<file path="src/rtl/axi_slave_wr_arbiter.sv">
// Write-path arbiter for one NoC slave port: QoS-aware round-robin grant of AW,
// held through the whole W burst; emits only handshake steering and a mux select.
module axi_slave_wr_arbiter #(
    parameter int NUM_M      = 4,
    parameter int QOS_W      = 4,
    parameter int LEN_W      = 4,
    parameter int ENABLE_QOS = 1
) (
    input  logic                       ACLK,
    input  logic                       ARESET,
    input  logic [NUM_M-1:0]           m_awvalid,
    output logic [NUM_M-1:0]           m_awready,
    input  logic [NUM_M*QOS_W-1:0]     m_awqos,
    input  logic [NUM_M*LEN_W-1:0]     m_awlen,
    input  logic [NUM_M-1:0]           m_wvalid,
    input  logic [NUM_M-1:0]           m_wlast,
    output logic [NUM_M-1:0]           m_wready,
    output logic                       s_awvalid,
    input  logic                       s_awready,
    output logic                       s_wvalid,
    input  logic                       s_wready,
    output logic                       s_wlast,
    output logic [$clog2(NUM_M)-1:0]   gnt_idx,
    output logic                       busy,
    output logic                       err_wlast
);

    localparam int IDX_W = $clog2(NUM_M);

    typedef enum logic [1:0] {
        ST_IDLE,
        ST_AW,
        ST_W
    } state_t;

    state_t             state_q;
    state_t             state_d;
    logic [IDX_W-1:0]   rr_ptr;
    logic [LEN_W:0]     beat_cnt;
    logic [IDX_W-1:0]   winner;
    logic [QOS_W-1:0]   max_qos;
    logic [NUM_M-1:0]   cand;
    logic [LEN_W-1:0]   gnt_len;
    logic               aw_hs;
    logic               w_hs;
    logic               last_beat;
    logic               w_end;

    // Candidate set and rotating search starting at rr_ptr.
    always_comb begin
        logic [IDX_W:0] pos;
        logic           found;
        max_qos = '0;
        for (int i = 0; i < NUM_M; i++) begin
            if (m_awvalid[i] && m_awqos[i*QOS_W +: QOS_W] > max_qos)
                max_qos = m_awqos[i*QOS_W +: QOS_W];
        end
        for (int i = 0; i < NUM_M; i++) begin
            cand[i] = m_awvalid[i] &&
                      (ENABLE_QOS == 0 || m_awqos[i*QOS_W +: QOS_W] == max_qos);
        end
        winner = '0;
        found  = 1'b0;
        for (int k = 0; k < NUM_M; k++) begin
            pos = {1'b0, rr_ptr} + (IDX_W+1)'(k);
            if (pos >= (IDX_W+1)'(NUM_M))
                pos = pos - (IDX_W+1)'(NUM_M);
            if (!found && cand[pos[IDX_W-1:0]]) begin
                winner = pos[IDX_W-1:0];
                found  = 1'b1;
            end
        end
    end

    always_comb begin
        gnt_len = '0;
        for (int i = 0; i < NUM_M; i++) begin
            if (gnt_idx == IDX_W'(i))
                gnt_len = m_awlen[i*LEN_W +: LEN_W];
        end
    end

    assign aw_hs     = (state_q == ST_AW) && m_awvalid[gnt_idx] && s_awready;
    assign w_hs      = (state_q == ST_W)  && m_wvalid[gnt_idx]  && s_wready;
    assign last_beat = (beat_cnt == (LEN_W+1)'(1));
    // A burst closes on whichever comes first: the counted last beat or the master's WLAST.
    assign w_end     = w_hs && (last_beat || m_wlast[gnt_idx]);
    assign busy      = (state_q != ST_IDLE);

    always_comb begin
        // NOTE: every output of this block gets a default first so no path leaves it unassigned (no latch).
        state_d   = state_q;
        m_awready = '0;
        m_wready  = '0;
        s_awvalid = 1'b0;
        s_wvalid  = 1'b0;
        s_wlast   = 1'b0;
        case (state_q)
            ST_IDLE: begin
                if (|m_awvalid)
                    state_d = ST_AW;
            end
            ST_AW: begin
                s_awvalid          = m_awvalid[gnt_idx];
                m_awready[gnt_idx] = s_awready;
                if (aw_hs)
                    state_d = ST_W;
            end
            ST_W: begin
                s_wvalid          = m_wvalid[gnt_idx];
                m_wready[gnt_idx] = s_wready;
                s_wlast           = last_beat;
                if (w_end)
                    state_d = ST_IDLE;
            end
            default: state_d = ST_IDLE;
        endcase
    end

    // NOTE: state is updated with non-blocking assignments so every register samples pre-edge values.
    always_ff @(posedge ACLK) begin
        if (ARESET) begin
            state_q   <= ST_IDLE;
            rr_ptr    <= '0;
            gnt_idx   <= '0;
            beat_cnt  <= '0;
            err_wlast <= 1'b0;
        end else begin
            state_q   <= state_d;
            err_wlast <= 1'b0;
            if (state_q == ST_IDLE && |m_awvalid)
                gnt_idx <= winner;
            if (aw_hs) begin
                beat_cnt <= {1'b0, gnt_len} + (LEN_W+1)'(1);
                rr_ptr   <= (gnt_idx == IDX_W'(NUM_M-1)) ? '0 : gnt_idx + 1'b1;
            end
            if (w_hs)
                beat_cnt <= beat_cnt - 1'b1;
            if (w_end)
                err_wlast <= (m_wlast[gnt_idx] != last_beat);
        end
    end

endmodule

</file>
<file path="config.mk">
export PLATFORM = sky130hd
export DESIGN_NAME = axi_slave_wr_arbiter
export DESIGN_NICKNAME = d
export VERILOG_FILES = /design/src/rtl/axi_slave_wr_arbiter.sv
export SDC_FILE = /design/constraint.sdc
export NUM_CORES = 1
export LEC_CHECK = 0
export CELL_PAD_IN_SITES_DETAIL_PLACEMENT = 1
export CELL_PAD_IN_SITES_GLOBAL_PLACEMENT = 1
export CORE_MARGIN = 8
export CORE_UTILIZATION = 36
export DETAILED_ROUTE_END_ITERATION = 12
export GPL_TIMING_DRIVEN = 0
export PLACE_DENSITY_LB_ADDON = 0.12
export SLEW_MARGIN = 20
export SYNTH_ARGS = -nofsm -noshare
export SYNTH_HDL_FRONTEND = slang
export SYNTH_SLANG_ARGS = --single-unit
</file>
<file path="constraint.sdc">
create_clock -name ACLK -period 15.3 [get_ports ACLK]
set_clock_uncertainty 0.05 [all_clocks]
set_input_delay 1.53 -clock ACLK [delete_from_list [all_inputs] [get_ports ACLK]]
set_output_delay 1.53 -clock ACLK [all_outputs]
set_load 0.02 [all_outputs]
</file>
# Yosys cells after proc, flatten, opt, wreduce, memory -nomap -nowiden
# Cells that the tools add are included.
[op_classes]
add_sub_neg = 10
mul = 0
div = 0
order_cmp = 14
eq_ne = 14
shift = 0
mux = 47
n_bitwise = 3
n_reduce_logical = 29
[op_table]
columns = ["cell", "n"]
rows = [
  ["$mux 4", 10],
  ["$mux 2", 12],
  ["$logic_and 1x1->1", 18],
  ["$eq 4x4->1", 4],
  ["$lt 2x3->1 const B", 5],
  ["$bmux 1 s2", 7],
  ["$mux 1", 14],
  ["$gt 4x4->1", 3],
  ["$mux 5", 2],
  ["$ge 3x3->1 const B", 3],
  ["$and 4x4->4", 2],
  ["$sub 2x1->2 const B", 4],
  ["$add 2x2->3 const B", 2],
  ["$eq 2x2->1 const B", 3],
  ["$pmux 2 s3", 1],
  ["$add 4x1->5 const B", 1],
  ["$eq 5x1->1 const B", 1],
  ["$sub 5x1->5 const B", 1],
  ["$eq 2x1->1 const B", 2],
  ["$gt 4x1->1 const B", 1],
  ["$logic_not 2->1", 2],
  ["$ne 2x2->1 const B", 2],
  ["$reduce_bool 2->1", 2],
  ["$reduce_or 4->1", 1],
  ["12 further kinds", 14],
]
[word_totals]
regBits = 12
latchBits = 0
mem_bits_rw = 0
mem_bits_ro = 0
in_bits = 48
n_memories = 0

# Depth between registers and ports, before layout
# Gate-level depths: netlist of the first run.
[depth]
word_depth = 26
ltp_mapped = 28
ltp_nobuf = 24

# Worst setup path before layout of the first run
# No wires, ideal clock.
[synth_timing]
kind = "input port to flip-flop"
from = "input port m_awvalid[0]"
to = "register gnt_idx[0]"
setup_ns = 0.086
t_arrival_ns = 6.618
required_ns = 15.164
path_slack_ns = 8.546
path_stages = 27
n_path_buf = 4
path_cell_list = "buf_2 and2_1 ha_1 nand4_1 nand2_1 a32o_1 or2_2 inv_1 ha_1 and4b_1 a211oi_2 or2_1 buf_6 buf_2 nand2_1 o21ai_0 ha_1 nor2b_1 o211ai_1 a21oi_1 clkbuf_1 a221o_1 xnor2_1 nor4_4 nor2_1 a221o_1 a221oi_2"
[synth_between]
elab_chain_cells = 25
word_cells_on_any_way = 42
cone_classes = "3 x order compare; 4 x eq/ne; 19 x mux; 16 x reduce/logical"
[synth_rtl]
columns = ["item", "line_no", "rtl"]
rows = [
  ["from (decl)", "11", "input logic [NUM_M-1:0] m_awvalid,"],
  ["$logic_and 1x1->1", "55", "if (m_awvalid[i] && m_awqos[i*QOS_W +: QOS_W] > max_qos)"],
  ["$mux 4", "55", ""],
  ["$gt 4x4->1", "55", ""],
  ["$logic_and 1x1->1", "55", ""],
  ["$mux 4", "55", ""],
  ["$gt 4x4->1", "55", ""],
  ["$logic_and 1x1->1", "55", ""],
  ["$mux 4", "55", ""],
  ["[9 not listed]", "--", ""],
  ["$logic_and 1x1->1", "68", "if (!found && cand[pos[IDX_W-1:0]]) begin"],
  ["$mux 1", "68", ""],
  ["$logic_not 1->1", "68", ""],
  ["$logic_and 1x1->1", "68", ""],
  ["$mux 1", "68", ""],
  ["$logic_not 1->1", "68", ""],
  ["$logic_and 1x1->1", "68", ""],
  ["$mux 2", "68", ""],
  ["to (signal assigned)", "132", "gnt_idx <= winner;"],
  ["to (decl)", "23", "output logic [$clog2(NUM_M)-1:0] gnt_idx,"],
]
# Several ways; a longest one is shown, not always the timed one. The select of a mux whose other input is x is not followed.
# A chain may end at the register's enable or synchronous reset.

# Worst setup path in the final report of the first run
[layout_timing]
from = "input port m_awqos[1]"
to = "register gnt_idx[0]"
[layout_between]
elab_chain_cells = 26
word_cells_on_any_way = 41
cone_classes = "4 x order compare; 4 x eq/ne; 19 x mux; 14 x reduce/logical"
[layout_rtl]
columns = ["item", "line_no", "rtl"]
rows = [
  ["from (decl)", "13", "input logic [NUM_M*QOS_W-1:0] m_awqos,"],
  ["$gt 4x1->1", "55", ""],
  ["$logic_and 1x1->1", "55", ""],
  ["$mux 4", "55", ""],
  ["$gt 4x4->1", "55", ""],
  ["$logic_and 1x1->1", "55", ""],
  ["$mux 4", "55", ""],
  ["$gt 4x4->1", "55", ""],
  ["$logic_and 1x1->1", "55", ""],
  ["[10 not listed]", "--", ""],
  ["$logic_and 1x1->1", "68", ""],
  ["$mux 1", "68", ""],
  ["$logic_not 1->1", "68", ""],
  ["$logic_and 1x1->1", "68", ""],
  ["$mux 1", "68", ""],
  ["$logic_not 1->1", "68", ""],
  ["$logic_and 1x1->1", "68", ""],
  ["$mux 2 *", "68", ""],
]
# Mark *: on every way between the ends. The rest lies on a longest branch, timed or not. The select of a mux whose other input is x is not followed.

==> results of run 1 <==
[cells in the mapped netlist, drive strengths merged (6+ instances only)]
| cell | count | area share (%) |
|---|---|---|
| o21ai | 13 | 3.3 |
| nand4 | 6 | 1.9 |
| nand2 | 23 | 4.4 |
| and2 | 11 | 3.5 |
| xnor2 | 9 | 4.0 |
| inv | 16 | 3.1 |
| nor3 | 6 | 1.5 |
| nor2 | 29 | 5.5 |
| a21oi | 22 | 5.6 |
| dfxtp | 12 | 12 |
| ha | 20 | 13 |
[worst max-delay path, delay by kind of cell]
| family | cells | cell delay [ns] |
|---|---|---|
| compound gates | 9 | 2.47 |
| xor+xnor | 1 | 0.17 |
| fa+ha+maj | 3 | 0.84 |
| buf+inv | 5 | 1.24 |
| simple gates | 9 | 1.58 |
[layout by cell type (no fill, tap or decap), types with 4 or more instances in the layout]
cell | netlist | routed
inv_1 | 16 | 16
clkbuf_1 | 5 | 5
a21o_1 | 4 | 4
xor2_1 | 4 | 4
nand4_1 | 6 | 6
and3_1 | 5 | 5
nor2_1 | 29 | 29
nor3_1 | 6 | 6
buf_2 | 4 | 4
a22oi_1 | 5 | 5
nand2_1 | 23 | 23
ha_1 | 20 | 20
xnor2_1 | 9 | 9
and2_1 | 9 | 9
o21ai_0 | 13 | 13
nor2b_1 | 4 | 4
clkdlybuf4s50_1 | 0 | 61
clkbuf_8 | 0 | 4
nand3_1 | 5 | 5
a21oi_1 | 22 | 22
dfxtp_1 | 12 | 12
[layer usage]
| metal | share of wire (%) | vias to the layer above | global-route usage, % |
|---|---|---|---|
| met2 | 52 | 66 | 33.93 |
| li1 | - | 1125 | - |
| met5 | 0 | - | 0 |
| met1 | 42 | 1142 | 20.10 |
| met4 | 1.7 | 0 | 4.993 |
| met3 | 3.7 | 16 | 2.411 |
[flip-flops by register name (all words and copies together), names as in the netlist]
| signal | cells |
|---|---|
| state_q | 2 |
| err_wlast | 1 |
| beat_cnt | 5 |
| rr_ptr | 2 |
| gnt_idx | 2 |
[path summary, 6_finish.rpt]
path	endpoint	slack, ns	cells past startpoint
worst max-delay path	gnt_idx[0]	7.56	27
worst min-delay path	beat_cnt[4]	0.47	2
worst max register to register	beat_cnt[4]	12.21	15
worst min register to register	beat_cnt[4]	0.47	2
[logic make-up after synthesis]
| kind of cell | after synthesis | synth area share [%] |
|---|---|---|
| simple gates | 109 | 29.04 |
| compound gates | 79 | 28.41 |
| buf+inv | 26 | 5.605 |
| fa+ha+maj | 20 | 12.74 |
| xor+xnor | 13 | 5.796 |
| flops | 12 | 12.23 |
| mux | 7 | 6.178 |
[power breakdown]
| part | switching, µW | internal, µW |
|---|---|---|
| Clock | 13.6 | 22.8 |
| Combinational | 73.5 | 62.0 |
| Sequential | 5.99 | 34.6 |
[metrics by stage]
step	power (µW)	instance area (µm²)	cells
floorplan	131.1	1964	266
global placement	171.8	2665	399
detailed placement	176.1	2665	399
CTS	213.2	2720	403
global route	229.2	2720	403
finish	212.5	2720	403
[layout make-up]
cell class | instances | share of cell area, %
multi-input combinational | 228 | 59.34
buffer | 10 | 1.840
sequential | 12 | 8.832
inverter | 16 | 2.208
timing repair buffer | 61 | 22.45
tap | 72 | 3.312
clock buffer | 4 | 2.024
==> impl_metrics.yaml, run 1 <==
global_routing:
  grt_pass1_wl_um: 12420
  antenna_found_initial: 0
  track_usage_pct: 17.88
  grt_max_degree: 11
  grt_pass1_vias: 2482
  grt-ovfl-total: 0
setup_path:
  crit_top_cell: "ha_1"
  worstSetupPathType: "primary input to flop"
  start_kind: "primary input"
  r2r-start: "gnt_idx[1]"
  crit_start: "m_awqos[1]"
  max_stage_delay_ns: 0.54
  cp_slowest_cell: "clkdlybuf4s50_1"
  required_ns: 15.41
  cp_max_fo: 10
  end_kind: "flop"
  worst_ep_arrival_time_ns: 7.85
sta:
  min_period_over_period_pct: 50.59
  final-hold-violation-count: 0
  final.setup.tns_ns: 0
  setup_viol: 0
  drv_slew: 0
  rsz0062_at_grt: "no"
  period_minus_slack_ns: 7.740
  worst_slew_pin_slew_ns: 0.4876
  slew_headroom_pct: 67.49
  fin_ws_ns: 7.560
  hold_ws_ns: 0.4743
  max_freq_mhz: 129.2
cells_and_area:
  multi_input_area_mm2: 0.001614
  area.growth.synth_to_final_pct: 38.47
  final_core_util_pct: 50.64
  fill_cells: 689
  drive_gt1_share_pct: 6.647
  nets: 400
  ff_latch_area_um2: 240.2
  antenna_cells: 0
logic_synthesis:
  syn_avg_cell_area_um2: 7.385
  synthFlopType: "dfxtp_1"
  synth_edf_count: 0
  yosys_warnings: 0
  synth-async-reset-ratio_pct: 0
  synthCells: 266
  synth_seq_cells: 12
  syn_nets: 334
  syn_area_mm2: 0.001964
  seq_area_frac_synth_pct: 12.23
  synthDistinctLibCells: 60
drt:
  drt_pass1_iterations: 4
  via_per_inst: 5.829
  drc_errors: 0
  ant_nets: 0
  route.vias.total: 2349
  drt-initial-drc-count: 86
  avgRoutedWirePerCell_um: 18.50
  drt_wl_total_um: 7455
clocking:
  path_clk_slew_ns: 0.06
  post_cts_resized: 0
  numCtsBuffers: 3
  root_buffer: "clkbuf_8"
  clkSinkCount: 12
  cts_hold_buffers: 0
  htreeDepth: 1
  clk-insertion-delay-late_ns: 0.25
  cts_tree: "yes"
  clock_path_buffers: 2
  post_cts_buffers: 0
floorplanning:
  fp-row-count: 27
  start_util_pct: 36.57
  dieHeight_um: 89.87
  die_x_um: 89.87
  die_area_mm2: 0.008077
  coreArea_mm2: 0.005371
  io_pins: 63
min_path:
  min_path_type: "flop to flop"
  min_from: "beat_cnt[4]"
place:
  portBuffers: 61
  hpwl_um: 6057
  place_ws_ns: 7.304
  routabilityCongestion: 0.8754
outcome:
  status: "completed"
job:
  cap_violations: 0
pwr:
  power.leakage_uw: 0.001082
  ir_drop_mv: 0.02906
  power_density_mw_per_mm2: 78.11
Note: power is estimated with default switching activity, not from simulation.
==> run 2, diff against run 1 <==
--- a/config.mk
+++ b/config.mk
@@ -8,7 +8,7 @@
 export CELL_PAD_IN_SITES_DETAIL_PLACEMENT = 1
 export CELL_PAD_IN_SITES_GLOBAL_PLACEMENT = 1
 export CORE_MARGIN = 8
-export CORE_UTILIZATION = 36
+export CORE_UTILIZATION = 30
 export DETAILED_ROUTE_END_ITERATION = 12
 export GPL_TIMING_DRIVEN = 0
 export PLACE_DENSITY_LB_ADDON = 0.12
==> constraint.sdc (replaced) <==
create_clock -name ACLK -period 6.2 [get_ports ACLK]
set_clock_uncertainty 0.05 [all_clocks]
set_input_delay 0.62 -clock ACLK [delete_from_list [all_inputs] [get_ports ACLK]]
set_output_delay 0.62 -clock ACLK [all_outputs]
set_load 0.02 [all_outputs]
==> impl_metrics.yaml, run 2 (synthesis gave the netlist of run 1 again) <==
outcome:
  status: "completed"
cells_and_area:
  nets: 411
  final_common_cell: "clkdlybuf4s50_1"
  largest_reg_flops: 5
  antenna_cells: 0
  postLayoutCellArea_mm2: 0.003023
  area.growth.synth_to_final_pct: 53.89
  drive_gt1_share_pct: 17.25
  final_core_util_pct: 47.61
  final_cell_mix: "clkdlybuf4s50_1, nor2_1, a21oi_1, nand2_1, ha_1"
  top_register: "beat_cnt"
  fill_cells: 779
setup_path:
  cp_slowest_cell: "a221o_1"
  required_ns: 6.30
  worst_ep_arrival_time_ns: 5.96
  start_kind: "primary input"
  worstSetupPathType: "primary input to flop"
  crit_top_cell: "ha_1"
  cp_max_fo: 10
  r2r-start: "gnt_idx[1]"
  reg2reg_depth: 15
  end_kind: "flop"
  rrSetupSlack_ns: 3.27
  max_stage_delay_ns: 0.38
  timing.rr.end: "beat_cnt[4]"
sta:
  period_minus_slack_ns: 5.856
  rsz0062_at_grt: "no"
  max_freq_mhz: 170.8
  worst_slew_pin_slew_ns: 0.4951
  final-hold-violation-count: 0
  slew_headroom_pct: 66.74
  setup_viol: 0
  drv_slew: 0
  min_period_over_period_pct: 94.45
drt:
  drt_wl_total_um: 7408
  avgRoutedWirePerCell_um: 17.68
  via_per_inst: 5.463
  drt-initial-drc-count: 59
  route.vias.total: 2289
  drc_errors: 0
  ant_nets: 0
  drt_pass1_iterations: 4
job:
  cap_violations: 0
pwr:
  power.leakage_uw: 0.001248
  power_density_mw_per_mm2: 189.3
  ir_drop_mv: 0.06811
clocking:
  path_clk_slew_ns: 0.05
  cts_tree: "yes"
  htreeDepth: 1
  clock_path_buffers: 2
  clkSinkCount: 12
  numCtsBuffers: 3
  clk-insertion-delay-late_ns: 0.24
  root_buffer: "clkbuf_8"
  cts_hold_buffers: 0
global_routing:
  grt-ovfl-total: 0
  antenna_found_initial: 0
  grt_pass1_vias: 2320
  grt_max_degree: 11
  grt_pass1_wl_um: 12050
  track_usage_pct: 15.04
min_path:
  min_from: "state_q[1]"
  holdPathStages: 1
  whs_endpoint: "state_q[0]"
  min_path_type: "flop to flop"
floorplanning:
  start_util_pct: 30.94
  dieHeight_um: 96.92
  fp-row-count: 29
  coreArea_mm2: 0.006350
  die_x_um: 96.92
  die_area_mm2: 0.009393
  io_pins: 63
place:
  routabilityCongestion: 0.8027
  hpwl_um: 5943
  portBuffers: 61
  dpl_cell_area_mm2: 0.002671
[run 2: cell count changes in the layout (fill, tap and decap cells not counted), moves of 3 or more]
cell	delta
dlymetal6s2s_1	+8
clkdlybuf4s50_1	-8
buf_4	+12
ha_1	-3
ha_4	+3
nand2_2	+3
nand2_1	-3
[run 2: per-stage QoR]
stage | setup slack (ns) | power [µW] | TNS (ns) | hold WS, ns | cells
floorplan | 0.3559 | 323.5 | 0 | 0.3993 | 266
global placement | -0.7408 | 429.9 | -1.375 | 0.4472 | 404
detailed placement | -0.8094 | 436.7 | -1.508 | 0.4625 | 404
CTS | 0.007129 | 553.0 | 0 | 0.4647 | 414
global route | 0.001444 | 618.3 | 0 | 0.4968 | 419
finish | 0.3441 | 572.2 | 0 | 0.4614 | 419
[run 2: metal layers]
metal	vias up	routed length [µm]	GRT usage, %
met5	-	0	0
met2	52	3220	23.44
met3	4	323	2.134
met4	0	31	1.775
li1	1143	-	-
met1	1090	3832	21.68
[run 2: area by class of cell]
cell class                      count  area [µm²]  share of cell area (%)
Multi-Input combinational cell    228        1788                   59.15
Sequential cell                    12       240.2                   7.947
Clock buffer                        4       55.05                   1.821
Tap cell                           77       96.34                   3.187
Buffer                             10       70.07                   2.318
Inverter                           16       60.06                   1.987
Timing Repair Buffer               72       713.2                   23.59
[run 2: repair_timing]
item | CTS | global route
setup endpoints to repair | 2 | 2
pin swaps | 9 | 15
setup buffers | 6 | 5
resized for setup | 21 | 27
cloned | 0 | 0
[run 2: worst max-delay path by stage]
stage	start	end	slack, ns	cells after the start
floorplan	m_awvalid[0]	gnt_idx[0]	0.36	27
global placement	m_awqos[1]	gnt_idx[0]	-0.74	26
detailed placement	m_awqos[1]	gnt_idx[0]	-0.81	26
CTS	m_awqos[2]	gnt_idx[0]	0.007	26
global route	m_awvalid[0]	gnt_idx[0]	0.001	27
finish	m_awvalid[0]	gnt_idx[0]	0.34	27
[run 2: worst max-delay path: cells and delay by family]
kind | cells | cell delay (ns)
adder cells (fa/ha/maj) | 3 | 0.89
buffers and inverters | 6 | 0.85
AO/OA/AOI/OAI | 9 | 1.93
XOR/XNOR | 1 | 0.18
AND/OR/NAND/NOR | 8 | 1.48
[run 2: power breakdown]
part           internal (µW)  total [µW]  switching [µW]
sequential              85.3        98.6            13.3
combinational            188         389             201
clock                   56.1        84.6            28.5
